$ cat src/rtl/ifu_pkg.sv
// Shared types and constants for the instruction fetch unit.
package ifu_pkg;

  typedef enum logic [1:0] {
    BOOT  = 2'd0,
    RUN   = 2'd1,
    FLUSH = 2'd2
  } ifu_state_t;

  localparam int INSTR_W = 32;
  localparam int OPC_MSB = 31;
  localparam int OPC_LSB = 27;
  localparam int ALU_MSB = 26;
  localparam int ALU_LSB = 24;

endpackage

$ cat src/rtl/ifu_fifo.sv
// In-order prefetch FIFO. The head is read straight out of the storage
// registers, so a word pushed at one edge is visible right after that edge.
// Push and pop may coincide at any occupancy; flush wins over both.
module ifu_fifo #(
  parameter int DEPTH = 4,
  parameter int WIDTH = 64,
  localparam int PTR_W = (DEPTH > 1) ? $clog2(DEPTH) : 1,
  localparam int CNT_W = PTR_W + 1
) (
  input  logic             clk,
  input  logic             rst_n,
  input  logic             push,
  input  logic [WIDTH-1:0] push_data,
  input  logic             pop,
  input  logic             flush,
  output logic [WIDTH-1:0] head_data,
  output logic             head_valid,
  output logic [CNT_W-1:0] count
);

  localparam logic [CNT_W-1:0] FULL_CNT = CNT_W'(DEPTH);

  logic [WIDTH-1:0] mem_q [DEPTH];
  logic [WIDTH-1:0] mem_d [DEPTH];
  logic [PTR_W-1:0] wr_ptr_q, wr_ptr_d;
  logic [PTR_W-1:0] rd_ptr_q, rd_ptr_d;
  logic [CNT_W-1:0] count_q, count_d;
  logic             do_push;
  logic             do_pop;

  // Pointer / occupancy update and storage write.
  always_comb begin
    mem_d    = mem_q;
    wr_ptr_d = wr_ptr_q;
    rd_ptr_d = rd_ptr_q;
    count_d  = count_q;
    do_push  = 1'b0;
    do_pop   = 1'b0;
    if (flush) begin
      wr_ptr_d = '0;
      rd_ptr_d = '0;
      count_d  = '0;
    end else begin
      do_pop  = pop && (count_q != '0);
      do_push = push && ((count_q != FULL_CNT) || do_pop);
      if (do_push) begin
        mem_d[wr_ptr_q] = push_data;
        wr_ptr_d        = wr_ptr_q + PTR_W'(1);
      end
      if (do_pop) begin
        rd_ptr_d = rd_ptr_q + PTR_W'(1);
      end
      count_d = count_q + CNT_W'(do_push) - CNT_W'(do_pop);
    end
  end

  // FIFO state registers.
  always_ff @(posedge clk or negedge rst_n) begin
    if (!rst_n) begin
      for (int i = 0; i < DEPTH; i++) begin
        mem_q[i] <= '0;
      end
      wr_ptr_q <= '0;
      rd_ptr_q <= '0;
      count_q  <= '0;
    end else begin
      mem_q    <= mem_d;
      wr_ptr_q <= wr_ptr_d;
      rd_ptr_q <= rd_ptr_d;
      count_q  <= count_d;
    end
  end

  assign head_data  = mem_q[rd_ptr_q];
  assign head_valid = (count_q != '0);
  assign count      = count_q;

endmodule

$ cat src/rtl/instr_fetch_unit.sv
// Instruction fetch stage: sequential PC generation, credit-limited memory
// requests, in-order prefetch buffering and redirect flush.
// Optional build macro IFU_PERF_CNT_EN adds perf_fetched / perf_flushed.
//
// state | meaning
// BOOT  | first cycle after reset release, no fetch
// RUN   | issuing fetches and buffering responses
// FLUSH | dropping responses that belong to a redirected-away path
module instr_fetch_unit
  import ifu_pkg::*;
#(
  parameter int                ADDR_W   = 32,
  parameter int                DEPTH    = 4,
  parameter logic [ADDR_W-1:0] RESET_PC = '0
) (
  input  logic               clk,
  input  logic               rst_n,
  output logic               imem_req,
  output logic [ADDR_W-1:0]  imem_addr,
  input  logic               imem_gnt,
  input  logic               imem_rvalid,
  input  logic [INSTR_W-1:0] imem_rdata,
  input  logic               redirect_valid,
  input  logic [ADDR_W-1:0]  redirect_pc,
  output logic               instr_valid,
  input  logic               instr_ready,
  output logic [INSTR_W-1:0] instr,
  output logic [ADDR_W-1:0]  instr_pc,
  output logic [4:0]         OPcode,
  output logic [2:0]         ALUop
`ifdef IFU_PERF_CNT_EN
  ,
  output logic [31:0]        perf_fetched,
  output logic [31:0]        perf_flushed
`endif
);

  localparam int PTR_W = (DEPTH > 1) ? $clog2(DEPTH) : 1;
  localparam int CNT_W = PTR_W + 1;
  localparam int FW    = INSTR_W + ADDR_W;

  ifu_state_t        state_q, state_d;
  logic [ADDR_W-1:0] fetch_pc_q, fetch_pc_d;
  logic [ADDR_W-1:0] resp_pc_q, resp_pc_d;
  logic [CNT_W-1:0]  outstanding_q, outstanding_d;
  logic [CNT_W-1:0]  discard_q, discard_d;

  logic [CNT_W-1:0]  fifo_count;
  logic [FW-1:0]     fifo_head;
  logic              fifo_valid;
  logic              fifo_push;
  logic              fifo_pop;
  logic              fifo_flush;

  logic              credit_ok;
  logic              grant;
  logic              rsp_drop;
  logic [CNT_W-1:0]  stale_total;
  logic [ADDR_W-1:0] redirect_aligned;

  // Credits cover both buffered words and requests still in flight.
  assign credit_ok = ((CNT_W+1)'(fifo_count) + (CNT_W+1)'(outstanding_q))
                     < (CNT_W+1)'(DEPTH);

  // Only one of outstanding/discard is ever non-zero, so the sum fits.
  assign stale_total      = outstanding_q + discard_q;
  assign redirect_aligned = redirect_pc & ~ADDR_W'(3);

  // Next-state, request and bookkeeping; redirect overrides everything.
  always_comb begin
    state_d       = state_q;
    fetch_pc_d    = fetch_pc_q;
    resp_pc_d     = resp_pc_q;
    outstanding_d = outstanding_q;
    discard_d     = discard_q;
    imem_req      = 1'b0;
    grant         = 1'b0;
    fifo_push     = 1'b0;
    fifo_flush    = 1'b0;
    rsp_drop      = 1'b0;
    if (redirect_valid) begin
      fifo_flush    = 1'b1;
      rsp_drop      = imem_rvalid && (stale_total != '0);
      fetch_pc_d    = redirect_aligned;
      resp_pc_d     = redirect_aligned;
      outstanding_d = '0;
      discard_d     = stale_total - CNT_W'(rsp_drop);
      state_d       = (discard_d != '0) ? FLUSH : RUN;
    end else begin
      case (state_q)
        BOOT: begin
          state_d = RUN;
        end
        RUN: begin
          imem_req = credit_ok;
          grant    = imem_req && imem_gnt;
          if (imem_rvalid && (outstanding_q != '0)) begin
            fifo_push = 1'b1;
            resp_pc_d = resp_pc_q + ADDR_W'(4);
          end
          if (grant) begin
            fetch_pc_d = fetch_pc_q + ADDR_W'(4);
          end
          outstanding_d = outstanding_q + CNT_W'(grant) - CNT_W'(fifo_push);
        end
        FLUSH: begin
          rsp_drop  = imem_rvalid && (discard_q != '0);
          discard_d = discard_q - CNT_W'(rsp_drop);
          if (discard_d == '0) begin
            state_d = RUN;
          end
        end
        default: begin
          state_d = BOOT;
        end
      endcase
    end
  end

  // Control registers.
  always_ff @(posedge clk or negedge rst_n) begin
    if (!rst_n) begin
      state_q       <= BOOT;
      fetch_pc_q    <= RESET_PC;
      resp_pc_q     <= RESET_PC;
      outstanding_q <= '0;
      discard_q     <= '0;
    end else begin
      state_q       <= state_d;
      fetch_pc_q    <= fetch_pc_d;
      resp_pc_q     <= resp_pc_d;
      outstanding_q <= outstanding_d;
      discard_q     <= discard_d;
    end
  end

  assign fifo_pop = instr_valid && instr_ready;

  ifu_fifo #(
    .DEPTH (DEPTH),
    .WIDTH (FW)
  ) u_fifo (
    .clk        (clk),
    .rst_n      (rst_n),
    .push       (fifo_push),
    .push_data  ({imem_rdata, resp_pc_q}),
    .pop        (fifo_pop),
    .flush      (fifo_flush),
    .head_data  (fifo_head),
    .head_valid (fifo_valid),
    .count      (fifo_count)
  );

  assign imem_addr   = fetch_pc_q;
  assign instr_valid = fifo_valid;
  assign instr       = fifo_head[ADDR_W +: INSTR_W];
  assign instr_pc    = fifo_head[ADDR_W-1:0];
  assign OPcode      = instr[OPC_MSB:OPC_LSB];
  assign ALUop       = instr[ALU_MSB:ALU_LSB];

`ifdef IFU_PERF_CNT_EN
  logic [31:0] perf_fetched_q, perf_fetched_d;
  logic [31:0] perf_flushed_q, perf_flushed_d;

  // Pops, plus every buffered word or stale response thrown away.
  always_comb begin
    perf_fetched_d = perf_fetched_q + 32'(fifo_pop);
    perf_flushed_d = perf_flushed_q + 32'(rsp_drop);
    if (redirect_valid) begin
      perf_flushed_d = perf_flushed_d + 32'(fifo_count);
    end
  end

  // Wrapping performance counters.
  always_ff @(posedge clk or negedge rst_n) begin
    if (!rst_n) begin
      perf_fetched_q <= '0;
      perf_flushed_q <= '0;
    end else begin
      perf_fetched_q <= perf_fetched_d;
      perf_flushed_q <= perf_flushed_d;
    end
  end

  assign perf_fetched = perf_fetched_q;
  assign perf_flushed = perf_flushed_q;
`endif

endmodule
$ cat config.mk
export PLATFORM = sky130hd
export DESIGN_NAME = instr_fetch_unit
export DESIGN_NICKNAME = d
export VERILOG_FILES = /design/src/rtl/ifu_pkg.sv /design/src/rtl/ifu_fifo.sv /design/src/rtl/instr_fetch_unit.sv
export SDC_FILE = /design/constraint.sdc
export NUM_CORES = 1
export LEC_CHECK = 0
export ABC_AREA = 1
export BUFFER_PORTS_ARGS = -buffer_cell sky130_fd_sc_hd__buf_2
export CORE_UTILIZATION = 50
export DETAILED_ROUTE_END_ITERATION = 10
export PLACE_DENSITY = 0.81
export SLEW_MARGIN = 20
export SYNTH_ARGS = -nofsm -noshare
export SYNTH_HDL_FRONTEND = slang
export SYNTH_SLANG_ARGS = --single-unit
$ cat constraint.sdc
create_clock -name clk -period 4.9 [get_ports clk]
set_input_delay 0.49 -clock clk [delete_from_list [all_inputs] [get_ports clk]]
set_output_delay 0.49 -clock clk [all_outputs]
set_load 0.05 [all_outputs]
==> results of run 1 <==
-- worst paths after layout --
check | depth (start not counted) | slack (ps) | end
max | 5 | 1320 | instr_pc[29]
min | 1 | -20 | u_fifo.mem_q[253]
max reg2reg | 9 | 1760 | imem_addr[26]
min reg2reg | 2 | 480 | u_fifo.mem_q[131]
max in group asynchronous | 2 | 3810 | u_fifo.rd_ptr_q[0]
min in group clk | 3 | 260 | resp_pc_q[5]
-- area by class of cell --
| type | instances | share of cell area |
|---|---|---|
| flip-flops and latches | 323 | 0.452 |
| multi-input cells | 1392 | 0.370 |
| repair buffers | 181 | 0.0544 |
| clock buffers | 47 | 0.0542 |
| inverters | 142 | 0.0298 |
| well taps | 396 | 0.0277 |
| clock inverters | 16 | 0.0121 |
-- kinds of logic after synthesis --
| logic type | count (synthesis) |
|---|---|
| compound gates | 520 |
| xor+xnor | 25 |
| fa+ha+maj | 20 |
| buf+inv | 260 |
| flops | 323 |
| other cells | 1 |
| simple gates | 823 |
-- metrics by stage --
step           power, mW  hold WS [ps]  cell area [µm²]
2_1_floorplan       6.18           194            15900
3_3_place_gp        7.00           466            16700
3_5_place_dp        7.07           473            16700
4_1_cts             9.80          33.6            17900
5_1_grt             10.3          55.5            17900
6_report            9.78         -19.1            17900
-- cells in the mapped netlist, types with 2 or more instances --
cell type and n:
inv_2 4, nand2_1 490, a21o_1 2, fa_1 3, o21ai_2 4, inv_1 135
o22ai_1 64, nand2_2 2, a21oi_1 21, clkbuf_1 58, o211ai_1 18, nand3b_1 4
buf_6 18, or2_2 5, nor3b_1 2, o221ai_1 2, o31ai_1 2, nand2_4 2
nor2_4 2, ha_1 17, o21ai_0 153, nand4_1 8, xnor2_1 4, nor3_1 10
o21ai_1 244, buf_1 12, a31oi_1 7, nor2_1 221, clkinv_1 3, xor2_1 21
o21bai_1 3, dfrtp_1 323, buf_2 18, buf_4 12, nand3_1 72
-- flip-flops by register name, indices dropped and copies added, names as in the netlist --
name,flops
discard_q,3
imem_addr,30
outstanding_q,3
resp_pc_q,30
state_q,2
u_fifo.count,3
u_fifo.mem_q,248
u_fifo.rd_ptr_q,2
u_fifo.wr_ptr_q,2
-- layer usage --
metal  wire length [µm]  track usage
met4               1060       0.0756
met1              17700        0.361
met2              19000        0.405
met3               3380       0.0329
met5                  0            0
-- power breakdown --
group | internal (mW) | switching [mW] | leakage [nW]
Combinational | 0.917 | 2.91 | 3.79
Clock | 1.62 | 1.10 | 0.583
Sequential | 2.98 | 0.259 | 4.37
Total | 5.52 | 4.26 | 8.74
==> impl_metrics.xml, run 1 <==
<?xml version="1.0" encoding="UTF-8"?>
<metrics>
  <group name="die">
    <metric name="placement_rows" unit="">64</metric>
    <metric name="start_util" unit="">0.513</metric>
    <metric name="io_pins" unit="">176</metric>
    <metric name="design.die.area" unit="µm²">32500</metric>
    <metric name="die_width" unit="µm">180</metric>
    <metric name="dieHeight" unit="µm">180</metric>
    <metric name="core_area" unit="µm²">30900</metric>
  </group>
  <group name="synth">
    <metric name="yosys_warnings" unit="">0</metric>
    <metric name="synth_simple_gate_area_frac" unit="">0.210</metric>
    <metric name="proportion_of_synthesized_chip_area_in_sequential_cells" unit="">0.509</metric>
    <metric name="post_synth_mux_area_share" unit="">0</metric>
    <metric name="syn_avg_cell_area" unit="µm²">8.05</metric>
    <metric name="synthArstFlopShare" unit="">1.00</metric>
    <metric name="post_synth_inst_count" unit="">1972</metric>
    <metric name="synth_seq_cells" unit="">323</metric>
    <metric name="yosysTopAreaCell" unit="">dfrtp_1</metric>
    <metric name="ys_dominant_reg_cell" unit="">dfrtp_1</metric>
    <metric name="netlist_area" unit="µm²">15900</metric>
    <metric name="synth_adder_area_share" unit="">0.0172</metric>
    <metric name="post_synth_num_cell_types" unit="">41</metric>
    <metric name="yosys.area_share.xor_xnor" unit="">0.0138</metric>
    <metric name="yosysTopAreaCellShare" unit="">0.509</metric>
    <metric name="netlist_top_cells_area" unit="">dfrtp_1 (51%), nand2_1 (12%), o21ai_1 (7.7%)</metric>
    <metric name="post_synthesis_compound_gate_area_fraction" unit="">0.175</metric>
    <metric name="synth_top_family_by_area" unit="">simple AND/OR/NAND/NOR gates</metric>
    <metric name="number_of_enable_type_register_cells_in_the_synthesized_netlist" unit="">0</metric>
  </group>
  <group name="finish">
    <metric name="multiInputGateArea" unit="µm²">6630</metric>
    <metric name="share_of_final_layout_standard_cells_stronger_than_drive_strength_1" unit="">0.126</metric>
    <metric name="mostFrequentLayoutCells" unit="">nand2_1 (490), dfrtp_1 (321), o21ai_1 (244)</metric>
    <metric name="layout_commonest_cell" unit="">nand2_1</metric>
    <metric name="seqCellArea" unit="µm²">8090</metric>
    <metric name="utilization" unit="">0.579</metric>
    <metric name="synthToLayoutAreaGrowth" unit="%">12.8</metric>
    <metric name="layout.cells.non_filler" unit="">2497</metric>
    <metric name="finalNetCount" unit="">2165</metric>
    <metric name="diodes" unit="">0</metric>
    <metric name="fillCellCount" unit="">2706</metric>
  </group>
  <group name="worst_setup_path">
    <metric name="worst-path-buf-inv" unit="">3</metric>
    <metric name="setup.worst_path.start_class" unit="">flip-flop</metric>
    <metric name="critPathLaunch" unit="">u_fifo.rd_ptr_q[0]</metric>
    <metric name="worst-path-max-fanout" unit="">94</metric>
    <metric name="crit_family" unit="">buffers and inverters</metric>
    <metric name="timing.critical_path.to_type" unit="">output port</metric>
    <metric name="slowest_stage" unit="">buf_4</metric>
    <metric name="worst_r2r_startpoint" unit="">outstanding_q[2]</metric>
    <metric name="cp.arrival" unit="ps">3090</metric>
    <metric name="worst_path_largest_cell_delay" unit="ps">830</metric>
    <metric name="worst_ep_required_time" unit="ps">4410</metric>
    <metric name="path_cells" unit="">clkinv_2 &gt; buf_4 &gt; o21ai_0 &gt; o22ai_1 &gt; buf_2</metric>
    <metric name="path_class" unit="">reg2out</metric>
  </group>
  <group name="timing">
    <metric name="finClkSkew" unit="ps">10.9</metric>
    <metric name="finalHoldViolCount" unit="">3</metric>
    <metric name="finalSetupViolCount" unit="">0</metric>
    <metric name="max_freq" unit="MHz">279</metric>
    <metric name="totalNegativeSetupSlack" unit="ps">0</metric>
    <metric name="max_slew_violation_count" unit="">0</metric>
    <metric name="worst_pin_slew" unit="ps">1050</metric>
    <metric name="finalHoldWorstSlack" unit="ps">-19.1</metric>
    <metric name="slew_headroom" unit="">0.300</metric>
    <metric name="final.setup.worst_slack" unit="ps">1320</metric>
    <metric name="finalWorstPathRequiredPeriod" unit="ps">3580</metric>
    <metric name="rsz0062_at_grt" unit="">no</metric>
    <metric name="final.period_utilization" unit="">0.731</metric>
  </group>
  <group name="clock_network">
    <metric name="max-clock-path-buffers" unit="">3</metric>
    <metric name="post-cts-setup-buffer-count" unit="">0</metric>
    <metric name="clock_latency" unit="ps">520</metric>
    <metric name="postCtsHoldBufs" unit="">0</metric>
    <metric name="clock-root-buffer" unit="">clkbuf_16</metric>
    <metric name="clkTransAtPathRegs" unit="ps">60</metric>
    <metric name="clock_tree_from_tritoncts" unit="">yes</metric>
    <metric name="cts_made_buffers" unit="">35</metric>
    <metric name="clock_sink_count" unit="">323</metric>
    <metric name="cts_resized" unit="">0</metric>
    <metric name="ctsHtreeMaxLevel" unit="">2</metric>
  </group>
  <group name="place">
    <metric name="number_of_i_o_port_buffers" unit="">169</metric>
    <metric name="gpl.final_weighted_congestion" unit="">0.939</metric>
    <metric name="detailedPlacementHpwl" unit="mm">25.5</metric>
    <metric name="dpl_worst_slack" unit="ps">1660</metric>
    <metric name="placedCellCount" unit="">2434</metric>
  </group>
  <group name="drt">
    <metric name="drt_wl_total" unit="mm">41.1</metric>
    <metric name="drc" unit="">0</metric>
    <metric name="dr_total_vias" unit="">14300</metric>
    <metric name="drt_pre_antenna_iters" unit="">5</metric>
    <metric name="ant_nets" unit="">0</metric>
    <metric name="vias_per_cell" unit="">5.71</metric>
    <metric name="drt_iter0_drc" unit="">1529</metric>
    <metric name="wl_per_cell" unit="µm">16.5</metric>
  </group>
  <group name="run_status">
    <metric name="violated_checks" unit="">negative hold slack</metric>
    <metric name="outcome" unit="">complete, but fails checks</metric>
  </group>
  <group name="hold_path">
    <metric name="worstHoldPathType" unit="">in2async</metric>
  </group>
  <group name="global_routing">
    <metric name="grt.total_usage" unit="">0.253</metric>
    <metric name="grt_pass1_vias" unit="">13400</metric>
    <metric name="grt_first_pass_wirelength" unit="mm">67.8</metric>
    <metric name="grt_remaining_overflow" unit="">0</metric>
    <metric name="largest_net_degree_at_the_start_of_global_routing" unit="">117</metric>
    <metric name="number_of_antenna_violations_at_the_first_check_in_global_routing" unit="">0</metric>
  </group>
  <group name="power">
    <metric name="vdd.ir_drop.worst" unit="mV">0.348</metric>
    <metric name="power_per_cell_area" unit="nW/µm²">546</metric>
    <metric name="power_leakage" unit="nW">8.74</metric>
  </group>
  <group name="run">
    <metric name="maxCapViolations" unit="">0</metric>
  </group>
</metrics>
Power figures use the tool's default switching activity.
==> inputs of run 2 (changes only) <==
--- a/config.mk
+++ b/config.mk
@@ -9,7 +9,7 @@
 export BUFFER_PORTS_ARGS = -buffer_cell sky130_fd_sc_hd__buf_2
 export CORE_UTILIZATION = 50
 export DETAILED_ROUTE_END_ITERATION = 10
-export PLACE_DENSITY = 0.81
+export PLACE_DENSITY = 0.83
 export SLEW_MARGIN = 20
 export SYNTH_ARGS = -nofsm -noshare
 export SYNTH_HDL_FRONTEND = slang
==> constraint.sdc (replaced) <==
create_clock -name clk -period 3.1 [get_ports clk]
set_input_delay 0.31 -clock clk [delete_from_list [all_inputs] [get_ports clk]]
set_output_delay 0.31 -clock clk [all_outputs]
set_load 0.05 [all_outputs]
==> run 2 against run 1 <==
The flow now finishes without violations; global-route usage fell by 0.20 points; clock-buffer cell count is 1 higher; sequential power grew 58%; design area is 0.98% higher; die area did not move; sequential share of layout area shrank 0.44 points; register-to-register slack worse by 1300 ps; non-clock buffer count grew 13; via count fell by 1.0%; utilization up 0.57 points; critical path depth fell by 1; critical endpoint is now instr_pc[18].
==> impl_metrics.xml, run 2 (synthesized netlist as in run 1, its figures left out) <==
<?xml version="1.0" encoding="UTF-8"?>
<metrics>
  <group name="global_routing">
    <metric name="grt_first_pass_wirelength" unit="mm">67.3</metric>
    <metric name="largest_net_degree_at_the_start_of_global_routing" unit="">125</metric>
    <metric name="grt_remaining_overflow" unit="">0</metric>
    <metric name="grt.total_usage" unit="">0.251</metric>
    <metric name="number_of_antenna_violations_at_the_first_check_in_global_routing" unit="">0</metric>
    <metric name="grt_pass1_vias" unit="">13500</metric>
  </group>
  <group name="clock_network">
    <metric name="clock_latency" unit="ps">530</metric>
    <metric name="post-cts-setup-buffer-count" unit="">0</metric>
    <metric name="clock-root-buffer" unit="">clkbuf_16</metric>
    <metric name="max-clock-path-buffers" unit="">3</metric>
    <metric name="clock_tree_from_tritoncts" unit="">yes</metric>
    <metric name="clkTransAtPathRegs" unit="ps">60</metric>
    <metric name="ctsHtreeMaxLevel" unit="">2</metric>
    <metric name="cts_made_buffers" unit="">34</metric>
    <metric name="cts_resized" unit="">0</metric>
    <metric name="clock_sink_count" unit="">323</metric>
    <metric name="postCtsHoldBufs" unit="">1</metric>
  </group>
  <group name="timing">
    <metric name="slew_headroom" unit="">0.555</metric>
    <metric name="finalWorstPathRequiredPeriod" unit="ps">2750</metric>
    <metric name="max_freq" unit="MHz">363</metric>
    <metric name="finalSetupViolCount" unit="">0</metric>
    <metric name="totalNegativeSetupSlack" unit="ps">0</metric>
    <metric name="finalHoldViolCount" unit="">0</metric>
    <metric name="final.period_utilization" unit="">0.888</metric>
    <metric name="finClkSkew" unit="ps">25.0</metric>
    <metric name="rsz0062_at_grt" unit="">no</metric>
    <metric name="worst_pin_slew" unit="ps">667</metric>
    <metric name="final.setup.worst_slack" unit="ps">348</metric>
    <metric name="max_slew_violation_count" unit="">0</metric>
  </group>
  <group name="hold_path">
    <metric name="hold_path_startpoint" unit="">redirect_pc[12]</metric>
    <metric name="worstHoldPathType" unit="">in2reg</metric>
    <metric name="hold_path_depth" unit="">3</metric>
    <metric name="worstHoldEndpoint" unit="">imem_addr[12]</metric>
  </group>
  <group name="drt">
    <metric name="dr_total_vias" unit="">14100</metric>
    <metric name="drt_wl_total" unit="mm">40.5</metric>
    <metric name="ant_nets" unit="">0</metric>
    <metric name="vias_per_cell" unit="">5.64</metric>
    <metric name="wl_per_cell" unit="µm">16.2</metric>
    <metric name="drt_iter0_drc" unit="">1414</metric>
    <metric name="drt_pre_antenna_iters" unit="">5</metric>
    <metric name="drc" unit="">0</metric>
  </group>
  <group name="power">
    <metric name="p_int" unit="mW">8.74</metric>
    <metric name="combinational_fraction_of_design_power" unit="">0.396</metric>
    <metric name="power.switching_fraction" unit="">0.434</metric>
    <metric name="power_per_cell_area" unit="nW/µm²">853</metric>
    <metric name="pwr-share-clk" unit="">0.272</metric>
    <metric name="power_leakage" unit="nW">8.84</metric>
    <metric name="proportion_of_power_drawn_by_flip_flops_and_latches" unit="">0.331</metric>
    <metric name="power.switching" unit="mW">6.69</metric>
    <metric name="vdd.ir_drop.worst" unit="mV">0.540</metric>
  </group>
  <group name="worst_setup_path">
    <metric name="worst-path-max-fanout" unit="">24</metric>
    <metric name="worst_r2r_startpoint" unit="">outstanding_q[1]</metric>
    <metric name="setup.worst_path.start_class" unit="">flip-flop</metric>
    <metric name="timing.rr.end" unit="">state_q[0]</metric>
    <metric name="cp.arrival" unit="ps">2440</metric>
    <metric name="path_class" unit="">reg2out</metric>
    <metric name="worst-r2r-cell-count" unit="">12</metric>
    <metric name="setup.reg_to_reg.worst_slack" unit="ps">480</metric>
    <metric name="worst_ep_required_time" unit="ps">2790</metric>
    <metric name="timing.critical_path.to_type" unit="">output port</metric>
  </group>
  <group name="die">
    <metric name="design.die.area" unit="µm²">32500</metric>
    <metric name="placement_rows" unit="">64</metric>
    <metric name="die_width" unit="µm">180</metric>
    <metric name="start_util" unit="">0.513</metric>
    <metric name="core_area" unit="µm²">30900</metric>
    <metric name="io_pins" unit="">176</metric>
    <metric name="dieHeight" unit="µm">180</metric>
  </group>
  <group name="finish">
    <metric name="largest-register" unit="">u_fifo.mem_q</metric>
    <metric name="synthToLayoutAreaGrowth" unit="%">14.0</metric>
    <metric name="largest_reg_flops" unit="">248</metric>
    <metric name="multiInputGateArea" unit="µm²">6630</metric>
    <metric name="fillCellCount" unit="">2710</metric>
    <metric name="share_of_final_layout_standard_cells_stronger_than_drive_strength_1" unit="">0.128</metric>
    <metric name="diodes" unit="">0</metric>
    <metric name="utilization" unit="">0.585</metric>
    <metric name="mostFrequentLayoutCells" unit="">nand2_1 (490), dfrtp_1 (321), o21ai_1 (244)</metric>
    <metric name="seqCellArea" unit="µm²">8090</metric>
    <metric name="layout_commonest_cell" unit="">nand2_1</metric>
    <metric name="finalNetCount" unit="">2177</metric>
  </group>
  <group name="place">
    <metric name="number_of_i_o_port_buffers" unit="">169</metric>
    <metric name="detailedPlacementHpwl" unit="mm">25.9</metric>
    <metric name="dpl_worst_slack" unit="ps">515</metric>
    <metric name="gpl.final_weighted_congestion" unit="">0.933</metric>
  </group>
  <group name="run">
    <metric name="maxCapViolations" unit="">0</metric>
  </group>
  <group name="run_status">
    <metric name="outcome" unit="">completed</metric>
  </group>
</metrics>
[run 2: area by class of cell]
| cell class | count | area share |
|---|---|---|
| flip-flops and latches | 323 | 0.447 |
| clock inverters | 11 | 0.00996 |
| well taps | 396 | 0.0274 |
| multi-input cells | 1392 | 0.367 |
| repair buffers | 194 | 0.0654 |
| clock buffers | 48 | 0.0539 |
| inverters | 142 | 0.0295 |
[run 2: power groups by stage]
stage / registers [mW] / clock network [mW] / logic [mW]
2_1_floorplan: 5.31 / 0 / 4.45
3_3_place_gp: 5.15 / 0 / 5.97
3_5_place_dp: 5.17 / 0 / 6.09
4_1_cts: 5.10 / 4.26 / 6.12
5_1_grt: 5.18 / 4.42 / 6.56
6_report: 5.11 / 4.20 / 6.11
[run 2: worst max-delay path, stage by stage (launching register included)]
cell and delay (ps):
dfrtp_2 710, buf_4 370, o21ai_0 130, o22ai_1 350, buf_2 340
[run 2: worst max path at each step]
stage	startpoint	to	slack, ps	depth (start not counted)
floorplan	u_fifo.rd_ptr_q[0]	instr[24]	400	7
global placement	outstanding_q[2]	outstanding_q[2]	650	10
detailed placement	outstanding_q[1]	state_q[0]	520	12
CTS	u_fifo.rd_ptr_q[1]	instr_pc[18]	370	4
global route	outstanding_q[1]	state_q[0]	280	11
finish	u_fifo.rd_ptr_q[1]	instr_pc[18]	350	4
[run 2: stage by stage]
step | cell area (µm²) | hold slack [ps] | cells | power (mW)
after floorplan | 15900 | 14.4 | 1975 | 9.77
after global placement | 16900 | 328 | 2446 | 11.1
after detailed placement | 16900 | 334 | 2446 | 11.3
after CTS | 18100 | 66.3 | 2506 | 15.5
after global routing | 18100 | 86.8 | 2506 | 16.2
final | 18100 | 74.6 | 2506 | 15.4
[run 2: metal layers]
layer  global-route usage  vias up  share of wire
met4               0.0756        0          0.021
met3               0.0374       74          0.085
met2                0.406      659           0.46
li1                     -     6729              -
met5                    0        -              0
met1                0.351     6660           0.43
==> inputs of run 3 (changes only) <==
--- a/config.mk
+++ b/config.mk
@@ -5,11 +5,10 @@
 export SDC_FILE = /design/constraint.sdc
 export NUM_CORES = 1
 export LEC_CHECK = 0
-export ABC_AREA = 1
 export BUFFER_PORTS_ARGS = -buffer_cell sky130_fd_sc_hd__buf_2
-export CORE_UTILIZATION = 50
+export CORE_UTILIZATION = 54
 export DETAILED_ROUTE_END_ITERATION = 10
-export PLACE_DENSITY = 0.83
+export PLACE_DENSITY = 0.88
 export SLEW_MARGIN = 20
 export SYNTH_ARGS = -nofsm -noshare
 export SYNTH_HDL_FRONTEND = slang
==> run 3 against run 2 <==
Setup slack got worse by 130 ps; register-to-register slack worse by 260 ps; critical path type is now reg2reg; clock power increased by 2%; flip-flop and latch count is the same; global-route usage decreased by 1.2 points; combinational power down 37%; wire length fell by 11%; highest routed layer unchanged.
==> impl_metrics.xml, run 3 <==
<?xml version="1.0" encoding="UTF-8"?>
<metrics>
  <group name="synth">
    <metric name="number_of_enable_type_register_cells_in_the_synthesized_netlist" unit="">0</metric>
    <metric name="syn_avg_cell_area" unit="µm²">15.3</metric>
    <metric name="synthArstFlopShare" unit="">1.00</metric>
    <metric name="synth_common_cells" unit="">dfrtp_1 (323), mux2_4 (240), mux4_2 (62), nand2_1 (37), mux2_2 (36)</metric>
    <metric name="netlist_top_cells_area" unit="">dfrtp_1 (49%), mux2_4 (22%), mux4_2 (8.4%)</metric>
    <metric name="synth_seq_cells" unit="">323</metric>
    <metric name="yosysTopAreaCellShare" unit="">0.486</metric>
    <metric name="post_synth_num_cell_types" unit="">60</metric>
    <metric name="yosys_warnings" unit="">0</metric>
    <metric name="post_synth_inst_count" unit="">1084</metric>
    <metric name="yosysTopAreaCell" unit="">dfrtp_1</metric>
    <metric name="proportion_of_synthesized_chip_area_in_sequential_cells" unit="">0.486</metric>
    <metric name="netlist_area" unit="µm²">16600</metric>
    <metric name="ys_dominant_reg_cell" unit="">dfrtp_1</metric>
    <metric name="synth.most_common_cell" unit="">dfrtp_1</metric>
  </group>
  <group name="hold_path">
    <metric name="hold_path_startpoint" unit="">redirect_pc[7]</metric>
    <metric name="worstHoldPathType" unit="">in2reg</metric>
  </group>
  <group name="worst_setup_path">
    <metric name="crit_family" unit="">adder cells</metric>
    <metric name="worst_r2r_startpoint" unit="">outstanding_q[2]</metric>
    <metric name="timing.critical_path.to_type" unit="">flip-flop</metric>
    <metric name="slowest_stage" unit="">dfrtp_1</metric>
    <metric name="worst-path-buf-inv" unit="">3</metric>
    <metric name="path_cells" unit="">ha_1 &gt; nor3_1 &gt; and3_1 &gt; inv_1 &gt; ha_1 &gt; inv_1 &gt; ha_1 &gt; inv_1 &gt; fa_1 &gt; xnor2_1 &gt; or3_1 &gt; a21oi_1</metric>
    <metric name="setup.worst_path.start_class" unit="">flip-flop</metric>
    <metric name="worst_ep_required_time" unit="ps">3550</metric>
    <metric name="worst-path-max-fanout" unit="">5</metric>
    <metric name="path_class" unit="">reg2reg</metric>
    <metric name="cp.arrival" unit="ps">3330</metric>
    <metric name="worst_path_largest_cell_delay" unit="ps">430</metric>
    <metric name="critPathLaunch" unit="">outstanding_q[2]</metric>
  </group>
  <group name="timing">
    <metric name="worst_pin_slew" unit="ps">744</metric>
    <metric name="finalHoldWorstSlack" unit="ps">41.3</metric>
    <metric name="totalNegativeSetupSlack" unit="ps">0</metric>
    <metric name="max_slew_violation_count" unit="">0</metric>
    <metric name="rsz0062_at_grt" unit="">no</metric>
    <metric name="finalWorstPathRequiredPeriod" unit="ps">2880</metric>
    <metric name="finalSetupViolCount" unit="">0</metric>
    <metric name="final.period_utilization" unit="">0.929</metric>
    <metric name="finalHoldViolCount" unit="">0</metric>
    <metric name="slew_headroom" unit="">0.504</metric>
    <metric name="finClkSkew" unit="ps">17.9</metric>
    <metric name="max_freq" unit="MHz">347</metric>
  </group>
  <group name="clock_network">
    <metric name="clock_sink_count" unit="">323</metric>
    <metric name="clkTransAtPathRegs" unit="ps">60</metric>
    <metric name="cts_made_buffers" unit="">34</metric>
    <metric name="clock_latency" unit="ps">520</metric>
    <metric name="clock-root-buffer" unit="">clkbuf_16</metric>
    <metric name="post-cts-setup-buffer-count" unit="">0</metric>
    <metric name="ctsHtreeMaxLevel" unit="">2</metric>
    <metric name="max-clock-path-buffers" unit="">3</metric>
    <metric name="clock_tree_from_tritoncts" unit="">yes</metric>
  </group>
  <group name="finish">
    <metric name="utilization" unit="">0.625</metric>
    <metric name="layout.cells.non_filler" unit="">1657</metric>
    <metric name="fillCellCount" unit="">2109</metric>
    <metric name="layout_commonest_cell" unit="">dfrtp_1</metric>
    <metric name="largest-register" unit="">u_fifo.mem_q</metric>
    <metric name="mostFrequentLayoutCells" unit="">dfrtp_1 (321), mux2_4 (240), buf_2 (168)</metric>
    <metric name="synthToLayoutAreaGrowth" unit="%">12.6</metric>
    <metric name="largest_reg_flops" unit="">248</metric>
    <metric name="share_of_final_layout_standard_cells_stronger_than_drive_strength_1" unit="">0.477</metric>
    <metric name="diodes" unit="">0</metric>
    <metric name="finalNetCount" unit="">1333</metric>
  </group>
  <group name="place">
    <metric name="gpl.final_weighted_congestion" unit="">0.866</metric>
    <metric name="number_of_i_o_port_buffers" unit="">169</metric>
    <metric name="placedCellCount" unit="">1596</metric>
    <metric name="detailedPlacementHpwl" unit="mm">23.8</metric>
  </group>
  <group name="die">
    <metric name="start_util" unit="">0.555</metric>
    <metric name="design.die.area" unit="µm²">31500</metric>
    <metric name="io_pins" unit="">176</metric>
    <metric name="die_width" unit="µm">178</metric>
    <metric name="placement_rows" unit="">63</metric>
    <metric name="dieHeight" unit="µm">178</metric>
    <metric name="core_area" unit="µm²">30000</metric>
  </group>
  <group name="global_routing">
    <metric name="grt_pass1_vias" unit="">10600</metric>
    <metric name="grt.total_usage" unit="">0.239</metric>
    <metric name="grt_first_pass_wirelength" unit="mm">58.7</metric>
    <metric name="grt_remaining_overflow" unit="">0</metric>
    <metric name="largest_net_degree_at_the_start_of_global_routing" unit="">93</metric>
    <metric name="number_of_antenna_violations_at_the_first_check_in_global_routing" unit="">0</metric>
  </group>
  <group name="drt">
    <metric name="dr_total_vias" unit="">9777</metric>
    <metric name="drt_pre_antenna_iters" unit="">5</metric>
    <metric name="drc" unit="">0</metric>
    <metric name="wl_per_cell" unit="µm">21.9</metric>
    <metric name="drt_wl_total" unit="mm">36.3</metric>
    <metric name="vias_per_cell" unit="">5.90</metric>
    <metric name="drt_iter0_drc" unit="">655</metric>
    <metric name="ant_nets" unit="">0</metric>
  </group>
  <group name="power">
    <metric name="vdd.ir_drop.worst" unit="mV">0.454</metric>
    <metric name="power.total" unit="mW">13.2</metric>
    <metric name="power_per_cell_area" unit="nW/µm²">703</metric>
    <metric name="power_leakage" unit="nW">9.56</metric>
  </group>
  <group name="run">
    <metric name="maxCapViolations" unit="">0</metric>
  </group>
  <group name="run_status">
    <metric name="outcome" unit="">completed</metric>
  </group>
</metrics>
## run 3: cell types whose count changed after synthesis, moves of 26 or more
cell	previous run	this run
clkbuf_1	58	21
inv_1	135	23
mux2_2	0	36
mux2_4	0	240
mux4_2	0	62
nand2_1	490	37
nand3_1	72	25
nor2_1	221	18
o21ai_0	153	9
o21ai_1	244	4
o22ai_1	64	1
xnor2_1	4	30
## run 3: cell families (layout without fill, tap and decap cells)
kind of cell / Yosys count / in the layout / synth area share
flip-flops: 323 / 323 / 0.486
buffers and inverters: 105 / 285 / 0.0530
multiplexers: 342 / 342 / 0.327
AND/OR/NAND/NOR: 182 / 182 / 0.0654
other: 1 / 4 / 0.000225
adder cells (fa/ha/maj): 20 / 20 / 0.0164
AO/OA/AOI/OAI: 60 / 60 / 0.0240
XOR/XNOR: 51 / 51 / 0.0277
## run 3: path summary, 6_finish.rpt
| kind | to | slack [ps] | depth (start not counted) |
|---|---|---|---|
| max | outstanding_q[2] | 220 | 12 |
| min | resp_pc_q[7] | 40 | 2 |
| max reg2reg | outstanding_q[2] | 220 | 12 |
| min reg2reg | u_fifo.mem_q[40] | 500 | 1 |
| max in group asynchronous | resp_pc_q[30] | 1820 | 3 |
| min in group asynchronous | u_fifo.mem_q[183] | 410 | 2 |
## run 3: timing repair
action / 4_1_cts / 5_1_grt
hold endpoints to repair: 84 / 0
resized for setup: 0 / 0
endpoints found under the setup margin: 0 / 0
hold buffers: 1 / 0
## run 3: area by class of cell
type / count / area [µm²] / area share
flip-flops and latches: 323 / 8090 / 0.432
multi-input cells: 659 / 7680 / 0.410
inverters: 24 / 90.1 / 0.00481
repair buffers: 201 / 1200 / 0.0640
clock buffers: 54 / 1080 / 0.0576
clock inverters: 6 / 105 / 0.00561
well taps: 390 / 488 / 0.0261
## run 3: report_power, final
part / internal [mW] / switching [mW] / leakage (nW) / total, mW
sequential: 4.63 / 0.432 / 4.35 / 5.06
combinational: 1.49 / 2.34 / 4.62 / 3.83
clock: 2.64 / 1.64 / 0.584 / 4.28
## run 3: metrics by stage
stage / worst slack, ps / area, µm²
final: 220 / 18700
after global routing: 12.3 / 18700
after floorplan: 305 / 16600
after CTS: 212 / 18700
after global placement: 263 / 17500
after detailed placement: 221 / 17500
## run 3: routing by layer
layer  GRT usage  wire, µm  vias to the layer above
li1            -         -                     4277
met1       0.325     15600                     5081
met2       0.397     17700                      357
met3      0.0418      2270                       62
met4      0.0620       693                        0
met5           0         0                        -
